File: config.mk
export PLATFORM = sky130hd
export DESIGN_NAME = lif_spike_gen
export DESIGN_NICKNAME = d
export VERILOG_FILES = /design/src/rtl/lif_spike_gen.sv
export SDC_FILE = /design/constraint.sdc
export NUM_CORES = 1
export LEC_CHECK = 0
export BUFFER_PORTS_ARGS = -buffer_cell sky130_fd_sc_hd__buf_2
export CAP_MARGIN = 20
export CORE_MARGIN = 8
export CORE_UTILIZATION = 61
export DETAILED_ROUTE_END_ITERATION = 8
export GPL_TIMING_DRIVEN = 0
export HOLD_SLACK_MARGIN = 0.15
export PLACE_DENSITY = 0.91
export SLEW_MARGIN = 20
export SYNTH_ARGS = -nofsm -noshare
export SYNTH_HDL_FRONTEND = slang
export SYNTH_SLANG_ARGS = --single-unit
File: constraint.sdc
create_clock -name clk -period 5.9 [get_ports clk]
set_clock_uncertainty 0.05 [all_clocks]
set_input_delay 0 -clock clk [delete_from_list [all_inputs] [get_ports clk]]
set_output_delay 0 -clock clk [all_outputs]
set_load 0.03 [all_outputs]
File: src/rtl/lif_spike_gen.sv
// Spike generator for a leaky integrate-and-fire neuron: adaptive threshold,
// refractory hold-off, integrator reset request and a saturating spike counter.
module lif_spike_gen #(
  parameter int WIDTH         = 8,
  parameter int REFRAC_CYCLES = 4,
  parameter int THRESH_INC    = 16,
  parameter int DECAY_SHIFT   = 2,
  parameter int CNT_WIDTH     = 16
) (
  input  logic                 clk,
  input  logic                 reset_n,
  input  logic [WIDTH-1:0]     state,
  input  logic [WIDTH-1:0]     threshold_base,
  input  logic                 enable,
  input  logic                 clear_count,
  output logic                 spike,
  output logic                 hold_reset,
  output logic                 refractory,
  output logic [WIDTH-1:0]     threshold,
  output logic [CNT_WIDTH-1:0] spike_count
);

  localparam int RC_W = (REFRAC_CYCLES > 0) ? $clog2(REFRAC_CYCLES + 1) : 1;
  localparam logic [WIDTH:0]     THR_MAX = {1'b0, {WIDTH{1'b1}}};
  localparam logic [WIDTH:0]     THR_INC = (WIDTH+1)'(THRESH_INC);
  localparam logic [CNT_WIDTH-1:0] CNT_MAX = {CNT_WIDTH{1'b1}};

  typedef enum logic [1:0] {
    INTEGRATE = 2'd0,
    FIRE      = 2'd1,
    REFRAC    = 2'd2
  } fsm_e;

  fsm_e                 fsm_q, fsm_d;
  logic [RC_W-1:0]      rc_q, rc_d;
  logic [WIDTH-1:0]     thr_q, thr_d;
  logic [CNT_WIDTH-1:0] cnt_q, cnt_d;
  logic                 spike_q, spike_d;
  logic                 refr_q, refr_d;
  logic                 hold_q, hold_d;

  logic [WIDTH:0]       thr_sum, thr_diff, thr_step, thr_decay, thr_inc;
  logic [CNT_WIDTH-1:0] cnt_inc;
  logic                 fire_exit;

  always_comb begin
    fsm_d     = fsm_q;
    rc_d      = rc_q;
    fire_exit = 1'b0;

    // Decay moves by at least one step so the threshold lands exactly on base.
    thr_sum  = {1'b0, thr_q} + THR_INC;
    thr_diff = {1'b0, thr_q} - {1'b0, threshold_base};
    if ((thr_diff >> DECAY_SHIFT) == '0) begin
      thr_step = (WIDTH+1)'(1);
    end else begin
      thr_step = thr_diff >> DECAY_SHIFT;
    end
    if (thr_q > threshold_base) begin
      thr_decay = {1'b0, thr_q} - thr_step;
    end else begin
      thr_decay = {1'b0, threshold_base};
    end
    if (thr_sum > THR_MAX) begin
      thr_inc = THR_MAX;
    end else begin
      thr_inc = thr_sum;
    end
    thr_d = thr_decay[WIDTH-1:0];

    case (fsm_q)
      INTEGRATE: begin
        if (enable && (state >= thr_q)) begin
          fsm_d = FIRE;
        end else begin
          fsm_d = INTEGRATE;
        end
      end
      FIRE: begin
        thr_d     = thr_inc[WIDTH-1:0];
        fire_exit = 1'b1;
        if (REFRAC_CYCLES == 0) begin
          fsm_d = INTEGRATE;
          rc_d  = '0;
        end else begin
          fsm_d = REFRAC;
          rc_d  = RC_W'(REFRAC_CYCLES);
        end
      end
      REFRAC: begin
        if (rc_q <= RC_W'(1)) begin
          fsm_d = INTEGRATE;
          rc_d  = '0;
        end else begin
          fsm_d = REFRAC;
          rc_d  = rc_q - RC_W'(1);
        end
      end
      default: begin
        fsm_d = INTEGRATE;
        rc_d  = '0;
      end
    endcase

    if (cnt_q == CNT_MAX) begin
      cnt_inc = cnt_q;
    end else begin
      cnt_inc = cnt_q + CNT_WIDTH'(1);
    end
    // A clear that coincides with a spike keeps that spike.
    if (clear_count) begin
      cnt_d = fire_exit ? CNT_WIDTH'(1) : '0;
    end else if (fire_exit) begin
      cnt_d = cnt_inc;
    end else begin
      cnt_d = cnt_q;
    end

    spike_d = (fsm_d == FIRE);
    refr_d  = (fsm_d == REFRAC);
    hold_d  = spike_d | refr_d;
  end

  always_ff @(posedge clk) begin
    if (!reset_n) begin
      fsm_q   <= INTEGRATE;
      rc_q    <= '0;
      thr_q   <= threshold_base;
      cnt_q   <= '0;
      spike_q <= 1'b0;
      refr_q  <= 1'b0;
      hold_q  <= 1'b0;
    end else begin
      fsm_q   <= fsm_d;
      rc_q    <= rc_d;
      thr_q   <= thr_d;
      cnt_q   <= cnt_d;
      spike_q <= spike_d;
      refr_q  <= refr_d;
      hold_q  <= hold_d;
    end
  end

  assign spike       = spike_q;
  assign refractory  = refr_q;
  assign hold_reset  = hold_q;
  assign threshold   = thr_q;
  assign spike_count = cnt_q;

endmodule
==> metrics <==
status completed; worst-path cell chain ha_1 -> nor2b_1 -> o2111ai_2 -> a41oi_2 -> o21ai_0 -> a21boi_0 -> o32ai_1 -> ha_1 -> inv_1 -> fa_1 -> a211oi_1 -> o21bai_1 -> a21oi_1 -> xor2_1 -> nand3_1 -> o211a_1; via count 2538; Antenna Cells 0; setup bufs post-CTS 0; worst ir drop on vdd 0.364 mV; final setup vio count 0; CTS clk-pin slew, worst paths 70 ps; Final Max Tran Viols 0; CTS Sinks 32; Final Hold Viols 0; top cell type's share of synthesized area 21.9%; top post-synthesis cells by area dfxtp_1 22%, ha_1 17%, xnor2_1 5.8%; placed cell count 403; P_sw 0.000773 W; Die Width 80.8 µm; clk root buf clkbuf_8; slowest stage delay, CP 490 ps; post-route insts no fill 423; P_int 0.000813 W; Syn. warnings 0; gr usage total 21.0%; setup total negative slack 0 ps; launching point of the worst reg2reg path threshold[1]; Bufs on Longest Clock Path 2; Rel. slew slack 66.5%; FF-to-FF setup slack 1990 ps; htree depth 2; Congestion Overflow GR 0; R2R cell count 16; Nets 428; Final HPWL DP 5.02 mm; worst slew pin tran 502 ps; PD cells 520 mW/mm²; largest net degree at the start of global routing 11; RSZ-0062 raised after global routing no; register area share after synthesis 26.6%; crit path max fanout 5; Cells after Synth 307; critical path arrival 4040 ps; gpl congestion 0.885; element type at the critical path start flop; initial antenna violation count 0; EDFF count, synth 4; DIE HEIGHT 80.8 µm; Async SR Flop Fraction 0%; switching part of the total power 48.7%; Max-Cap Viols 0; Core Region 0.00403 mm²; R2R Path End threshold[6]; Comb pwr share 69.1%; die area 0.00652 mm²; row count 23; ANT nets after route 0; register share of total power 20.5%; Synth cell types 54; vias in the first global route 2482; CP Class flop to flop; Initial Util 63.5%; Avg Inst Size Synth 8.33 µm²; most frequent cells in the layout 48 x buf_2, 35 x ha_1, 34 x inv_1; Avg Vias per Cell 6.00; static leakage 1.32 nW; most used cell, CP ha_1; Main synth FF type dfxtp_1; crit end category flop; WP data required 6030 ps; f_max 0.256 GHz; Iteration-0 DRC Markers 142; I/O pin count 47; clk_lat worst skew 300 ps; clock share of power 10.5%; layout cells sized above 1 16.6%; most common cell after layout, fill and taps aside buf_2; mapped cell area 0.00256 mm²; TritonCTS clock tree built; Final Critical Period 3910 ps; drt drc 0; P&R area growth vs syn 19.3%; CTS buffer count 5; Syn Nets 363; WL/cell 16.1 µm; worst hold path class input port to flop; Yosys reg bits 32; slowest library cell on the worst path edfxtp_1; Synth area leader dfxtp_1; beginning of the critical path threshold[1]; final wirelength 6.81 mm; Setup crit end threshold[6]; fin crit share 66.2%; Pre-antenna DRT Iters 5; PortBufs 46; first-pass GRT wire length 11.0 mm
power groups by stage:
stage / clock network (W) / registers (W) / logic, W
3_3_place_gp: 0 / 0.000324 / 0.00101
3_5_place_dp: 0 / 0.000327 / 0.00106
2_1_floorplan: 0 / 0.000380 / 0.000767
6_report: 0.000166 / 0.000325 / 0.00110
4_1_cts: 0.000165 / 0.000322 / 0.00107
5_1_grt: 0.000175 / 0.000331 / 0.00121
state kept, by name (all words and copies together), names as in the netlist:
| signal | count |
|---|---|
| fsm_q | 2 |
| rc_q | 3 |
| threshold | 8 |
| spike_count | 16 |
| refractory | 1 |
| hold_reset | 1 |
| spike | 1 |
cell families after synthesis:
kind of cell             Yosys count  share of synthesized area [%]
XOR/XNOR                          25                           8.56
adder cells (fa/ha/maj)           36                           17.9
AND/OR/NAND/NOR                  107                           21.5
flip-flops                        32                           26.6
buffers and inverters             42                           6.26
multiplexers                       3                           1.17
AO/OA/AOI/OAI                     62                           18.0
worst max-delay path, delay by kind of cell, from the launching register on:
| kind | cells | cell delay, ps |
|---|---|---|
| fa+ha+maj | 3 | 1000 |
| flops | 1 | 490 |
| compound gates | 9 | 1740 |
| simple gates | 2 | 300 |
| xor+xnor | 1 | 160 |
| buf+inv | 1 | 60 |
how the worst min path moves through the flow:
stage / from / to / cells after the start
after floorplan: threshold_base[6] / threshold[6] / 1
after global placement: threshold_base[6] / threshold[6] / 2
after detailed placement: threshold_base[6] / threshold[6] / 2
after CTS: state[5] / fsm_q[0] / 5
after global routing: state[5] / fsm_q[0] / 5
final: state[5] / fsm_q[0] / 5
metrics by stage:
stage / hold WS, ps / utilization [%] / instance area (µm²) / worst slack [ps] / power, W
2_1_floorplan: 106 / - / 2560 / 2280 / 0.00115
3_3_place_gp: 214 / 70.7 / 2850 / 2170 / 0.00133
3_5_place_dp: 226 / 70.7 / 2850 / 2100 / 0.00138
4_1_cts: 326 / 75.7 / 3050 / 2070 / 0.00156
5_1_grt: 428 / 75.7 / 3050 / 1720 / 0.00171
6_report: 334 / 75.7 / 3050 / 1990 / 0.00159
cell type report:
class	instances	area, µm²
flip-flops and latches	32	681
repair buffers	58	350
multi-input cells	233	1720
fillers	277	977
clock inverters	1	5.00
inverters	35	131
clock buffers	7	76.3
plain buffers	7	28.8
well taps	50	62.6
synth_stat cells (all sizes together) (3+ instances only):
cell type and n:
clkbuf 5, a21o 4, a31oi 3, inv 35
nor2b 8, nor3 9, a21oi 12, o21ai 12
dfxtp 28, or3 7, o211a 3, nand2b 3
nand3 24, xnor2 17, nor2 24, or2 3
o2111ai 6, and2 5, nand2 14, xor2 8
ha 35, o21a 3, mux2i 3, nand4 3
edfxtp 4
routing by layer:
metal / part of all wire [%] / wire length, µm / track usage, % / vias to the layer above
met1: 41 / 2810 / 22.8 / 1191
li1: - / - / - / 1218
met2: 50 / 3390 / 37.8 / 108
met5: 0 / 0 / 0 / -
met4: 2.9 / 195 / 9.46 / 0
met3: 6.0 / 410 / 5.19 / 21
repair_timing:
action	CTS	global route
hold buffers	12	0
hold endpoints to repair	16	0
gates resized for setup	0	0
(Power assumes the default switching activity.)
